===== src/rtl/gear_err_monitor_if.sv =====
// gear_err_monitor_if: sample stream and statistics bundle between the monitor and its environment.
interface gear_err_monitor_if;
  logic        start;
  logic        in_valid;
  logic        in_ready;
  logic [7:0]  a;
  logic [7:0]  b;
  logic [8:0]  approx_sum;
  logic        busy;
  logic        done;
  logic [8:0]  err_count;
  logic [16:0] sed;
  logic [8:0]  max_ed;
  modport master (
    output start, in_valid, a, b, approx_sum,
    input  in_ready, busy, done, err_count, sed, max_ed
  );
  modport slave (
    input  start, in_valid, a, b, approx_sum,
    output in_ready, busy, done, err_count, sed, max_ed
  );
endinterface


===== src/rtl/gear_err_monitor.sv =====
// gear_err_monitor: windowed error statistics (count, sum, max distance) for an 8-bit GeAr adder.
// max_ed tracking is built only when GEAR_MON_MAXED_EN is defined; otherwise max_ed reads 0.
module gear_err_monitor #(
  parameter int N_SAMPLES = 256
) (
  input logic             clk,
  input logic             rst_n,
  gear_err_monitor_if.slave io_bus
);
  typedef enum logic [1:0] {IDLE, RUN, DRAIN, DONE} state_t;
  state_t            r_state;
  logic [8:0]        r_cnt;
  logic [8:0]        r_ed;
  logic [8:0]        r_err;
  logic [16:0]       r_sed;
  logic              r_in_ready;
  logic              r_busy;
  logic              r_done;
  logic              r_drain;
  logic              r_v1;
  logic              w_accept;
  logic              w_clear;
  logic [8:0]        w_exact;
  logic [8:0]        w_ed;
  logic signed [9:0] w_diff;
  assign w_accept = io_bus.in_valid && r_in_ready;
  assign w_clear  = (r_state == IDLE) && io_bus.start;
  assign w_exact  = {1'b0, io_bus.a} + {1'b0, io_bus.b};
  assign w_diff   = $signed({1'b0, w_exact}) - $signed({1'b0, io_bus.approx_sum});
  assign w_ed     = w_diff[9] ? 9'(-w_diff) : w_diff[8:0];
  always_ff @(posedge clk or negedge rst_n) begin
    if (!rst_n) begin
      r_state    <= IDLE;
      r_cnt      <= '0;
      r_ed       <= '0;
      r_err      <= '0;
      r_sed      <= '0;
      r_in_ready <= 1'b0;
      r_busy     <= 1'b0;
      r_done     <= 1'b0;
      r_drain    <= 1'b0;
      r_v1       <= 1'b0;
    end else begin
      r_v1 <= w_accept;
      if (w_accept) r_ed <= w_ed;
      if (r_v1 && r_ed != '0) begin
        r_err <= r_err + 9'd1;
        r_sed <= r_sed + 17'(r_ed);
      end
      case (r_state)
        IDLE: if (io_bus.start) begin
          r_state    <= RUN;
          r_cnt      <= '0;
          r_err      <= '0;
          r_sed      <= '0;
          r_in_ready <= 1'b1;
          r_busy     <= 1'b1;
        end
        RUN: if (w_accept) begin
          r_cnt <= r_cnt + 9'd1;
          if (r_cnt == 9'(N_SAMPLES - 1)) begin
            r_state    <= DRAIN;
            r_in_ready <= 1'b0;
            r_drain    <= 1'b0;
          end
        end
        DRAIN: begin
          r_drain <= 1'b1;
          if (r_drain) begin
            r_state <= DONE;
            r_busy  <= 1'b0;
            r_done  <= 1'b1;
          end
        end
        default: begin
          r_state <= IDLE;
          r_done  <= 1'b0;
        end
      endcase
    end
  end
`ifdef GEAR_MON_MAXED_EN
  logic [8:0] r_max_ed;
  always_ff @(posedge clk or negedge rst_n) begin
    if (!rst_n) r_max_ed <= '0;
    else if (w_clear) r_max_ed <= '0;
    else if (r_v1 && r_ed > r_max_ed) r_max_ed <= r_ed;
  end
  assign io_bus.max_ed = r_max_ed;
`else
  logic w_unused;
  assign w_unused      = w_clear;
  assign io_bus.max_ed = '0;
`endif
  assign io_bus.in_ready  = r_in_ready;
  assign io_bus.busy      = r_busy;
  assign io_bus.done      = r_done;
  assign io_bus.err_count = r_err;
  assign io_bus.sed       = r_sed;
endmodule


===== src/flat_wrapper.sv =====
// flat-port wrapper written by rule: the top's interface ports become plain ports
module gear_err_monitor_flat 
#(
  parameter int N_SAMPLES = 256
)
  (clk, rst_n, io_bus_start, io_bus_in_valid, io_bus_a, io_bus_b, io_bus_approx_sum, io_bus_in_ready, io_bus_busy, io_bus_done, io_bus_err_count, io_bus_sed, io_bus_max_ed);
  gear_err_monitor_if io_bus_i ();
  input logic clk;
  input logic rst_n;
  input wire logic [$bits(io_bus_i.start)-1:0] io_bus_start;
  input wire logic [$bits(io_bus_i.in_valid)-1:0] io_bus_in_valid;
  input wire logic [$bits(io_bus_i.a)-1:0] io_bus_a;
  input wire logic [$bits(io_bus_i.b)-1:0] io_bus_b;
  input wire logic [$bits(io_bus_i.approx_sum)-1:0] io_bus_approx_sum;
  output wire logic [$bits(io_bus_i.in_ready)-1:0] io_bus_in_ready;
  output wire logic [$bits(io_bus_i.busy)-1:0] io_bus_busy;
  output wire logic [$bits(io_bus_i.done)-1:0] io_bus_done;
  output wire logic [$bits(io_bus_i.err_count)-1:0] io_bus_err_count;
  output wire logic [$bits(io_bus_i.sed)-1:0] io_bus_sed;
  output wire logic [$bits(io_bus_i.max_ed)-1:0] io_bus_max_ed;
  assign io_bus_i.start = io_bus_start;
  assign io_bus_i.in_valid = io_bus_in_valid;
  assign io_bus_i.a = io_bus_a;
  assign io_bus_i.b = io_bus_b;
  assign io_bus_i.approx_sum = io_bus_approx_sum;
  assign io_bus_in_ready = io_bus_i.in_ready;
  assign io_bus_busy = io_bus_i.busy;
  assign io_bus_done = io_bus_i.done;
  assign io_bus_err_count = io_bus_i.err_count;
  assign io_bus_sed = io_bus_i.sed;
  assign io_bus_max_ed = io_bus_i.max_ed;
  gear_err_monitor #(.N_SAMPLES(N_SAMPLES)) u_core (.clk(clk), .rst_n(rst_n), .io_bus(io_bus_i));
endmodule

===== config.mk =====
export PLATFORM = sky130hd
export DESIGN_NAME = gear_err_monitor_flat
export DESIGN_NICKNAME = d
export VERILOG_FILES = /design/src/rtl/gear_err_monitor_if.sv /design/src/rtl/gear_err_monitor.sv /design/src/flat_wrapper.sv
export SDC_FILE = /design/constraint.sdc
export NUM_CORES = 1
export LEC_CHECK = 0
export CAP_MARGIN = 20
export CORE_ASPECT_RATIO = 1.1
export CORE_UTILIZATION = 45
export DETAILED_ROUTE_END_ITERATION = 7
export GPL_ROUTABILITY_DRIVEN = 0
export PLACE_DENSITY_LB_ADDON = 0.12
export SKIP_CTS_REPAIR_TIMING = 1
export SLEW_MARGIN = 15
export SYNTH_ARGS = -nofsm -noshare
export SYNTH_HDL_FRONTEND = slang
export SYNTH_SLANG_ARGS = --single-unit

===== constraint.sdc =====
create_clock -name clk -period 2.6 [get_ports clk]
set_input_delay 0.39 -clock clk [delete_from_list [all_inputs] [get_ports clk]]
set_output_delay 0.39 -clock clk [all_outputs]
set_load 0.03 [all_outputs]

# Yosys cells after proc, flatten, opt, wreduce, memory -nomap -nowiden
# Index checks and enable logic that the tools add are counted.
[word_totals]
reg_bits = 51
input_bits = 29
out_inout_bits = 38
wordCells = 62
[classes]
addsub = 6
n_eq_ne = 7
muxes = 24
n_bitwise = 1
n_reduce_logical = 14
[ops]
columns = ["cell", "n"]
rows = [
  ["$mux 9", 6],
  ["$mux 17", 3],
  ["$add 9x1->9 const B", 2],
  ["$pmux 9 s2", 1],
  ["$add 17x9->17", 1],
  ["$sub 9x9->10", 1],
  ["$add 8x8->9", 1],
  ["$eq 9x8->1 const B", 1],
  ["$neg 9->9", 1],
  ["$reduce_and 3->1", 3],
  ["$reduce_bool 9->1", 1],
  ["$mux 2", 4],
  ["$pmux 1 s2", 4],
  ["$reduce_and 4->1", 2],
  ["$ne 2x1->1 const B", 3],
  ["$pmux 2 s3", 1],
  ["$reduce_bool 2->1", 3],
  ["$mux 1", 5],
  ["$eq 2x1->1 const B", 1],
  ["$eq 2x2->1 const B", 1],
  ["$logic_and 1x1->1", 2],
  ["$logic_not 2->1", 1],
  ["$ne 2x2->1 const B", 1],
  ["$reduce_and 2->1", 1],
  ["other kinds (2)", 2],
]

# Longest topological paths before layout
# Gate-level depths: netlist of run 1.
[depth]
depth_word = 5
mapped_depth = 13

# Worst setup path before layout of run 1
# OpenSTA, ideal clock, no wires.
[synth_timing]
kind = "input to register"
start = "input port io_bus_b[1]"
end = "register u_core.r_ed[6]"
arrival_time_ps = 2560
slack_ps = -91
stages = 12
n_path_buf = 1
cell_sequence = "inv_1 fa_1 inv_1 ha_1 a211oi_2 nor3b_1 o31a_1 o22a_1 buf_6 a41oi_1 xor2_1 o21ai_1"
[synth_between]
elab_chain_len = 4
[synth_rtl]
columns = ["item", "line", "rtl"]
rows = [
  ["from (decl)", "flat_wrapper.sv:13", "input wire logic [$bits(io_bus_i.b)-1:0] io_bus_b;"],
  ["$add 8x8->9 *", "gear_err_monitor.sv:28", "assign w_exact = {1'b0, io_bus.a} + {1'b0, io_bus.b};"],
  ["$sub 9x9->10 *", "gear_err_monitor.sv:29", "assign w_diff = $signed({1'b0, w_exact}) - $signed({1'b0, io_bus.approx_sum});"],
  ["$neg 9->9", "gear_err_monitor.sv:30", "assign w_ed = w_diff[9] ? 9'(-w_diff) : w_diff[8:0];"],
  ["$mux 9 *", "gear_err_monitor.sv:30", ""],
  ["to (signal assigned)", "gear_err_monitor.sv:45", "if (w_accept) r_ed <= w_ed;"],
  ["to (decl)", "gear_err_monitor.sv:13", "logic [8:0] r_ed;"],
]
# Every way passes the cells marked *; elsewhere a longest branch is shown, timed or not.
# A chain may end at the register's enable or synchronous reset.

# Worst setup path after layout of run 1
[layout_timing]
start = "input port io_bus_a[4]"
end = "register u_core.r_ed[8]"
[layout_between]
elab_chain_len = 4
[layout_rtl]
columns = ["item", "line", "rtl"]
rows = [
  ["from (decl)", "flat_wrapper.sv:12", "input wire logic [$bits(io_bus_i.a)-1:0] io_bus_a;"],
  ["$add 8x8->9 *", "gear_err_monitor.sv:28", ""],
  ["$sub 9x9->10 *", "gear_err_monitor.sv:29", ""],
  ["$neg 9->9", "gear_err_monitor.sv:30", ""],
  ["$mux 9 *", "gear_err_monitor.sv:30", ""],
]
# Marked as above.

==> results of run 1 <==
==> through the flow <==
step	instance area, um^2	util
2_1_floorplan	3650	-
3_3_place_gp	4520	0.592
3_5_place_dp	4520	0.592
4_1_cts	4610	0.603
5_1_grt	4900	0.641
6_report	4900	0.641
==> logic make-up (layout without fill, tap and decap cells) <==
group                      count (synthesis)  in the layout  synth area share
and+or+nand+nor                          137            137             0.177
AOI/OAI and AO/OA                         83             83             0.153
buffers and inverters                     70            154            0.0843
DFF                                       51             51             0.352
adders and majority gates                 35             35             0.140
xor gates and xnor gates                  34             34            0.0822
muxes                                      4              4            0.0114
other                                      1              9           0.00103
==> final timing paths <==
| kind | from | end | slack, ps |
|---|---|---|---|
| worst max-delay path | io_bus_a[4] | u_core.r_ed[8]$_DFFE_PN0P_ | 50 |
| worst min-delay path | rst_n | u_core.io_bus.sed[15]$_DFF_PN0_ | 60 |
| worst max register to register | u_core.io_bus.sed[0]$_DFF_PN0_ | u_core.io_bus.sed[6]$_DFF_PN0_ | 220 |
| worst min register to register | u_core.r_ed[6]$_DFFE_PN0P_ | u_core.r_ed[6]$_DFFE_PN0P_ | 520 |
| max in group asynchronous | rst_n | u_core.io_bus.in_ready$_DFFE_PN0P_ | 2300 |
| min in group clk | u_core.r_ed[6]$_DFFE_PN0P_ | u_core.r_ed[6]$_DFFE_PN0P_ | 520 |
==> where the power goes <==
group	leakage, uW	internal (uW)	switching (uW)	total [uW]
clock	0.0000412	188	251	439
combinational	0.00167	1190	1390	2580
sequential	0.000661	1020	214	1230
total	0.00237	2390	1860	4250
==> placed cells by master (no fill, tap or decap), drive strengths merged, types with 5 or more instances in the layout <==
| cell type | n |
|---|---|
| inv | 52 |
| dfrtp | 51 |
| nor2 | 42 |
| buf | 40 |
| nand2 | 38 |
| clkdlybuf4s50 | 38 |
| o21ai | 29 |
| ha | 26 |
| a21oi | 22 |
| xnor2 | 18 |
| dlymetal6s2s | 16 |
| xor2 | 16 |
| nor3 | 12 |
| conb | 9 |
| nand3 | 9 |
| fa | 9 |
| and3 | 7 |
| nand4 | 6 |
| clkbuf | 6 |
| nor2b | 6 |
| or3 | 5 |
==> cells in the mapped netlist, types with 2 or more instances <==
master,n
buf_4,9
fa_1,9
a21oi_1,22
xnor2_1,18
clkbuf_1,7
or2_2,3
o21ai_0,23
and3_1,7
a22o_1,2
a31oi_1,4
nor2b_1,5
a211oi_1,2
inv_1,52
and2_1,2
nor2_1,42
nand2_1,38
o21ai_1,6
nor3_1,12
a21o_1,4
o21a_1,4
dfrtp_1,51
nand4_1,6
mux2i_1,3
ha_1,26
nand3_1,9
xor2_1,16
nor3b_1,3
or3_1,5
==> worst register-to-register path, cell delays in order, from the launching register on <==
cell and delay [ps]:
dfrtp_1 370, ha_1 170, inv_1 50, fa_1 410
nor2b_1 130, o21ai_1 100, a21boi_2 180, buf_4 130
o21ai_0 100, nor2b_1 180, or3_1 310, a31oi_1 160
==> registers in the layout (all words and copies together), names as in the netlist <==
register                 cells
u_core.io_bus.busy           1
u_core.io_bus.in_ready       1
u_core.r_v1                  1
u_core.r_state               2
u_core.r_ed                  9
u_core.r_drain               1
u_core.io_bus.sed           17
u_core.io_bus.err_count      9
u_core.io_bus.done           1
u_core.r_cnt                 9
==> area by class of cell <==
type | count | area (um^2) | area share
clock inverter | 2 | 12.5 | 0.00255
multi-input combinational | 302 | 2310 | 0.472
sequential | 51 | 1280 | 0.261
inverter | 52 | 195 | 0.0398
clock buffer | 6 | 72.6 | 0.0148
timing repair buffer | 94 | 898 | 0.183
tap | 105 | 131 | 0.0268
==> metal layers <==
layer	global-route usage	up-vias	wire length, um
li1	-	1550	-
met1	0.211	1440	3070
met2	0.352	50	3950
met3	0.0240	5	161
met4	0.0451	0	77
met5	0	-	0
==> impl_metrics.json, run 1 <==
{
  "worst-setup-path-type": "input pin to flip-flop",
  "report.final.slew_viol_count": 0,
  "cp.depth": 12,
  "arrival_ps": 2740,
  "grtUsageTotal": 0.182,
  "drc_errors": 0,
  "startpoint_type": "input pin",
  "cp_cell_sequence": "clkdlybuf4s50_1 -> inv_2 -> fa_1 -> inv_2 -> ha_4 -> o21ai_2 -> a21oi_2 -> o21a_1 -> o41ai_2 -> xnor2_1 -> xnor2_1 -> o21ai_1",
  "syn_inst": 415,
  "ff2ff_path_depth": 11,
  "areaGrowthSynthToFinish_pct": 35.2,
  "io_buffer_count": 57,
  "avgRoutedWirePerCell_um": 11.9,
  "synth.largest_area_cell": "dfrtp_1",
  "cts_max_level": 2,
  "synth_edf_count": 0,
  "holdWs_ps": 61.1,
  "clk_root_buffer_cell": "clkbuf_8",
  "wl_um": 7270,
  "max_stage_delay_ps": 510,
  "avgViaCountPerCell": 4.98,
  "die-width_um": 87.6,
  "synth.top_cell.area_share": 0.352,
  "clk_path_buf_depth": 2,
  "vias": 3045,
  "async_flop_share": 1.00,
  "fmaxAchievable_mhz": 392,
  "cp_num_buf_inv": 3,
  "max_cap_violations": 0,
  "rows": 33,
  "status": "finished clean",
  "numCtsBuffers": 5,
  "antenna_found_initial": 0,
  "ys.flop_type": "dfrtp_1",
  "finalCriticalPeriod_ps": 2550,
  "synth_cell_types": 53,
  "grt_pass1_wl_um": 12300,
  "dieHeight_um": 96.1,
  "overflow": 0,
  "hp-class": "input pin to async pin",
  "layout_setup_ws_ps": 48.3,
  "stdcell_count": 612,
  "slowest_stage": "fa_1",
  "tns_ps": 0,
  "dp_cells": 603,
  "cp_max_fo": 3,
  "io_pins": 67,
  "vdd_drop_max_v": 0.000276,
  "yosys-top-cells-area": "dfrtp_1 (35%), ha_1 (9.0%), inv_1 (5.4%)",
  "end_kind": "flip-flop",
  "clk_latency_ps": 300,
  "n_antenna_cell": 0,
  "grt_pass1_vias": 2953,
  "drtIter0Drc": 80,
  "power_uw": 4250,
  "synth_area_per_cell_um2": 8.73,
  "clk_pin_slew_ps": 90,
  "dieArea_mm2": 0.00842,
  "worstPathRequired_ps": 2790,
  "fin_crit_sh": 0.981,
  "p_leak_uw": 0.00237,
  "core_mm2": 0.00764,
  "cts_tree": "built",
  "first_pass_iters": 4,
  "final_nets": 570,
  "syn_area_mm2": 0.00362,
  "hold_viol": 0,
  "clock_skew_ps": 8.55,
  "yosysSeqAreaShare": 0.352,
  "cts_sinks": 51,
  "dp_hpwl_um": 5500,
  "setup_viol": 0,
  "p_per_area_mw_per_mm2": 867,
  "nFillCells": 639,
  "grt_start_max_net_pins": 52,
  "ant_nets": 0,
  "synth_seq_cells": 51,
  "dp_slack_ps": -671,
  "yosysWarningCount": 0,
  "critPathTopFamily": "compound AO/OA/AOI/OAI gates",
  "layout-drive-gt1-share": 0.211,
  "start_util": 0.474
}
Power figures use the tool's default switching activity.
==> run 2: changes to the inputs <==
--- a/config.mk
+++ b/config.mk
@@ -16,3 +16,4 @@
 export SYNTH_ARGS = -nofsm -noshare
 export SYNTH_HDL_FRONTEND = slang
 export SYNTH_SLANG_ARGS = --single-unit
+export TNS_END_PERCENT = 50
==> run 2 against run 1 <==
Net effect: sequential power hardly changed; critical path depth fell by 2; first-iteration DRC count increased by 45%; clock power is essentially flat; combinational power barely moved; hold slack better by 40 ps.
==> impl_metrics.json, run 2 (synthesized netlist as in run 1, its figures left out) <==
{
  "status": "finished clean",
  "slew-limit-headroom": 0.577,
  "wl_um": 7350,
  "startpoint_type": "input pin",
  "p_comb_frac": 0.607,
  "worstPathRequired_ps": 2800,
  "core_mm2": 0.00764,
  "rows": 33,
  "switching_share": 0.438,
  "grtUsageTotal": 0.183,
  "switchingPower_uw": 1860,
  "clk_root_buffer_cell": "clkbuf_8",
  "n_antenna_cell": 0,
  "worst-setup-path-type": "input pin to flip-flop",
  "power.share.clock": 0.103,
  "finalCriticalPeriod_ps": 2520,
  "ant_nets": 0,
  "clock_skew_ps": 4.23,
  "layout-drive-gt1-share": 0.208,
  "largest_reg_flops": 17,
  "io_pins": 67,
  "final_nets": 572,
  "start_util": 0.474,
  "fmaxAchievable_mhz": 396,
  "setup_viol": 0,
  "dp_hpwl_um": 5510,
  "hold_viol": 0,
  "clk_latency_ps": 300,
  "p_leak_uw": 0.00240,
  "report.final.slew_viol_count": 0,
  "drc_errors": 0,
  "p_seq_frac": 0.290,
  "vias": 3099,
  "cts_max_level": 2,
  "drtIter0Drc": 116,
  "cts_sinks": 51,
  "grt_pass1_wl_um": 12400,
  "antenna_found_initial": 0,
  "vdd_drop_max_v": 0.000331,
  "clk_path_buf_depth": 2,
  "avgRoutedWirePerCell_um": 12.0,
  "p_per_area_mw_per_mm2": 866,
  "cts_tree": "built",
  "avgViaCountPerCell": 5.05,
  "hp-class": "input pin to async pin",
  "areaGrowthSynthToFinish_pct": 35.4,
  "dpl_cell_area_mm2": 0.00453,
  "dieHeight_um": 96.1,
  "io_buffer_count": 57,
  "end_kind": "flip-flop",
  "clk_pin_slew_ps": 90,
  "final_common_cell": "dfrtp_1",
  "grt_start_max_net_pins": 28,
  "holdWs_ps": 101,
  "overflow": 0,
  "die-width_um": 87.6,
  "first_pass_iters": 4,
  "final_cell_area_mm2": 0.00490,
  "grt_pass1_vias": 2928,
  "layout_common_cells": "dfrtp_1 (51), buf_4 (39), nor2_1 (38), nand2_1 (38), inv_1 (37)",
  "tightest_slew_ps": 635,
  "cp_max_fo": 3,
  "fin_crit_sh": 0.970,
  "arrival_ps": 2720,
  "nFillCells": 668,
  "dieArea_mm2": 0.00842,
  "max_cap_violations": 0,
  "intPower_uw": 2390,
  "numCtsBuffers": 5
}
-- run 2: changes by cell type in the layout (fill, tap and decap cells not counted), sizes merged --
cell,previous run,this run
buf,40,42
clkinvlp,1,0
clkbuf,6,7
dlymetal6s2s,16,18
clkdlybuf4s50,38,36
-- run 2: per-stage QoR --
| step | util | setup TNS (ps) | total power (uW) | cells | worst slack, ps |
|---|---|---|---|---|---|
| floorplan | - | -201 | 2880 | 423 | -90.7 |
| global placement | 0.592 | -4380 | 3600 | 605 | -607 |
| detailed placement | 0.592 | -4890 | 3660 | 605 | -680 |
| CTS | 0.603 | -2330 | 4110 | 613 | -358 |
| global route | 0.642 | -79.2 | 4640 | 614 | -41.2 |
| finish | 0.642 | 0 | 4250 | 614 | 77.5 |
-- run 2: power groups by stage --
stage                     clock [uW]  combinational (uW)  sequential [uW]
after floorplan                    0                1450             1420
after global placement             0                2360             1240
after detailed placement           0                2410             1250
after CTS                        456                2420             1230
after global routing             479                2890             1270
final                            436                2580             1230
-- run 2: layer usage --
metal | GRT usage | part of all wire | up-vias | wire (um)
met5 | 0 | 0 | - | 0
met4 | 0.0451 | 0.016 | 0 | 117
met3 | 0.0232 | 0.031 | 11 | 227
met2 | 0.338 | 0.52 | 66 | 3780
met1 | 0.225 | 0.44 | 1465 | 3220
li1 | - | - | 1557 | -
-- run 2: path summary, 6_finish.rpt --
kind / startpoint / endpoint / cells past startpoint / slack (ps)
max: io_bus_approx_sum[7] / u_core.r_ed[8]$_DFFE_PN0P_ / 10 / 80
min: rst_n / u_core.io_bus.err_count[3]$_DFF_PN0_ / 1 / 100
max reg2reg: u_core.io_bus.sed[0]$_DFF_PN0_ / u_core.io_bus.sed[16]$_DFF_PN0_ / 10 / 250
min reg2reg: u_core.r_ed[2]$_DFFE_PN0P_ / u_core.r_ed[2]$_DFFE_PN0P_ / 2 / 520
max in group asynchronous: rst_n / u_core.r_cnt[8]$_DFFE_PN0P_ / 2 / 1870
min in group clk: u_core.r_ed[2]$_DFFE_PN0P_ / u_core.r_ed[2]$_DFFE_PN0P_ / 2 / 520
-- run 2: final cells by class --
type | count | area, um^2 | area share
timing repair buffer | 96 | 906 | 0.185
clock buffer | 7 | 76.3 | 0.0156
clock inverter | 1 | 5.00 | 0.00102
multi-input combinational | 302 | 2310 | 0.472
inverter | 52 | 195 | 0.0398
sequential | 51 | 1280 | 0.260
tap | 105 | 131 | 0.0268
-- run 2: worst max-delay path, cell delays in order --
cell and delay, ps:
clkdlybuf4s50_1 430, fa_1 560, inv_2 50, ha_4 240, buf_4 140, or3_4 360
a21oi_2 180, a41oi_2 140, xnor2_1 150, o21ai_1 80
==> run 3: changes to the inputs <==
--- a/config.mk
+++ b/config.mk
@@ -10,7 +10,7 @@
 export CORE_UTILIZATION = 45
 export DETAILED_ROUTE_END_ITERATION = 7
 export GPL_ROUTABILITY_DRIVEN = 0
-export PLACE_DENSITY_LB_ADDON = 0.12
+export PLACE_DENSITY_LB_ADDON = 0.15
 export SKIP_CTS_REPAIR_TIMING = 1
 export SLEW_MARGIN = 15
 export SYNTH_ARGS = -nofsm -noshare
==> run 3 against run 2 <==
Net effect: setup slack got worse by 69 ps; sequential share of layout area barely moved; first-iteration DRC count fell by 20%; total power rose by 2.7%; clock power rose by 23%; global-route usage rose by 0.38 points; sequential power barely moved; final area rose by 0.15%; critical path type unchanged; die area did not move; routed wire length rose by 4.9%.
==> impl_metrics.json, run 3 (synthesized netlist as in run 1, its figures left out) <==
{
  "status": "finished clean",
  "overflow": 0,
  "cts_max_level": 2,
  "arrival_ps": 2780,
  "core_mm2": 0.00764,
  "vdd_drop_max_v": 0.000341,
  "first_pass_iters": 4,
  "setup_viol": 0,
  "clock_skew_ps": 8.52,
  "cts_sinks": 51,
  "ant_nets": 0,
  "layout_common_cells": "dfrtp_1 (51), buf_4 (42), nor2_1 (40), nand2_1 (38), clkdlybuf4s50_1 (36)",
  "drtIter0Drc": 93,
  "layout_setup_ws_ps": 8.05,
  "clk_path_buf_depth": 2,
  "r2r_start": "u_core.io_bus.sed[0]$_DFF_PN0_",
  "final_nets": 575,
  "grt_pass1_vias": 2926,
  "report.final.slew_viol_count": 0,
  "io_buffer_count": 57,
  "max_cap_violations": 0,
  "dp_hpwl_um": 5730,
  "cp_max_fo": 3,
  "dp_slack_ps": -687,
  "avgViaCountPerCell": 5.05,
  "clk_latency_ps": 300,
  "tightest_slew_ps": 600,
  "rows": 33,
  "fmaxAchievable_mhz": 386,
  "areaGrowthSynthToFinish_pct": 35.6,
  "n_antenna_cell": 0,
  "reg2reg_slack_ps": 230,
  "largest_reg_flops": 17,
  "start_util": 0.474,
  "die-width_um": 87.6,
  "grtUsageTotal": 0.187,
  "holdWs_ps": 85.2,
  "grt_pass1_wl_um": 12600,
  "hp-class": "input pin to async pin",
  "dieArea_mm2": 0.00842,
  "antenna_found_initial": 0,
  "cts_tree": "built",
  "fin_crit_sh": 0.997,
  "finalCriticalPeriod_ps": 2590,
  "startpoint_type": "input pin",
  "worstPathRequired_ps": 2780,
  "final_common_cell": "dfrtp_1",
  "worst-setup-path-type": "input pin to flip-flop",
  "end_kind": "flip-flop",
  "avgRoutedWirePerCell_um": 12.5,
  "worstReg2RegEnd": "u_core.io_bus.sed[6]$_DFF_PN0_",
  "p_per_area_mw_per_mm2": 889,
  "ff2ff_path_depth": 11,
  "slew-limit-headroom": 0.600,
  "layout-drive-gt1-share": 0.215,
  "grt_start_max_net_pins": 28,
  "numCtsBuffers": 5,
  "p_leak_uw": 0.00240,
  "vias": 3110,
  "dieHeight_um": 96.1,
  "grt_setup_unrepaired": "yes",
  "drc_errors": 0,
  "clk_pin_slew_ps": 90,
  "clk_root_buffer_cell": "clkbuf_8",
  "wl_um": 7700,
  "hold_viol": 0,
  "io_pins": 67
}
## run 3: cell count changes in the layout (fill, tap and decap cells not counted), sizes merged
cell,previous run,this run
buf,42,45
clkbuf,7,5
bufinv,0,1
clkinv,1,0
clkinvlp,0,1
## run 3: worst max-delay path by stage
stage,startpoint,endpoint,slack (ps),cells after the start
after CTS,io_bus_b[1],u_core.r_ed[6]$_DFFE_PN0P_,-380,12
after detailed placement,io_bus_b[1],u_core.r_ed[6]$_DFFE_PN0P_,-690,12
after global routing,io_bus_approx_sum[4],u_core.r_ed[8]$_DFFE_PN0P_,-70,11
final,io_bus_approx_sum[4],u_core.r_ed[8]$_DFFE_PN0P_,8,11
after floorplan,io_bus_b[1],u_core.r_ed[6]$_DFFE_PN0P_,-90,12
after global placement,io_bus_b[1],u_core.r_ed[6]$_DFFE_PN0P_,-610,12
## run 3: worst max-delay path, stage by stage
cell             delay (ps)
clkdlybuf4s50_1         440
fa_1                    570
inv_2                    50
ha_4                    240
o21ai_1                  90
a21oi_2                  60
o21a_1                  220
o41ai_2                 260
xnor2_1                 200
xnor2_1                 170
o21ai_1                  80
## run 3: area by class of cell
class                           count  area, um^2
Clock buffer                        5        68.8
Fill cell                         671        2730
Multi-Input combinational cell    302        2270
Timing Repair Buffer               99         928
Tap cell                          105         131
Inverter                           52         195
Sequential cell                    51        1280
Clock inverter                      2        37.5
## run 3: power by group
group,leakage [uW],switching (uW),internal (uW)
sequential,0.000661,218,1020
combinational,0.00169,1400,1190
clock,0.0000502,255,281
## run 3: metrics by stage
stage                     instance area (um^2)  utilization  power (uW)  std cells  TNS (ps)
final                                     4910        0.643        4370        616         0
after global routing                      4910        0.643        4750        616     -96.8
after CTS                                 4640        0.607        4210        613     -2500
after detailed placement                  4530        0.593        3670        606     -4980
after global placement                    4530        0.593        3600        606     -4370
after floorplan                           3650            -        2880        423      -201
## run 3: routing by layer
metal  GRT usage  wire length, um  up-vias
met4      0.0505              192        0
li1            -                -     1564
met1       0.225             3160     1463
met2       0.352             4160       67
met3      0.0180              189       16
met5           0                0        -
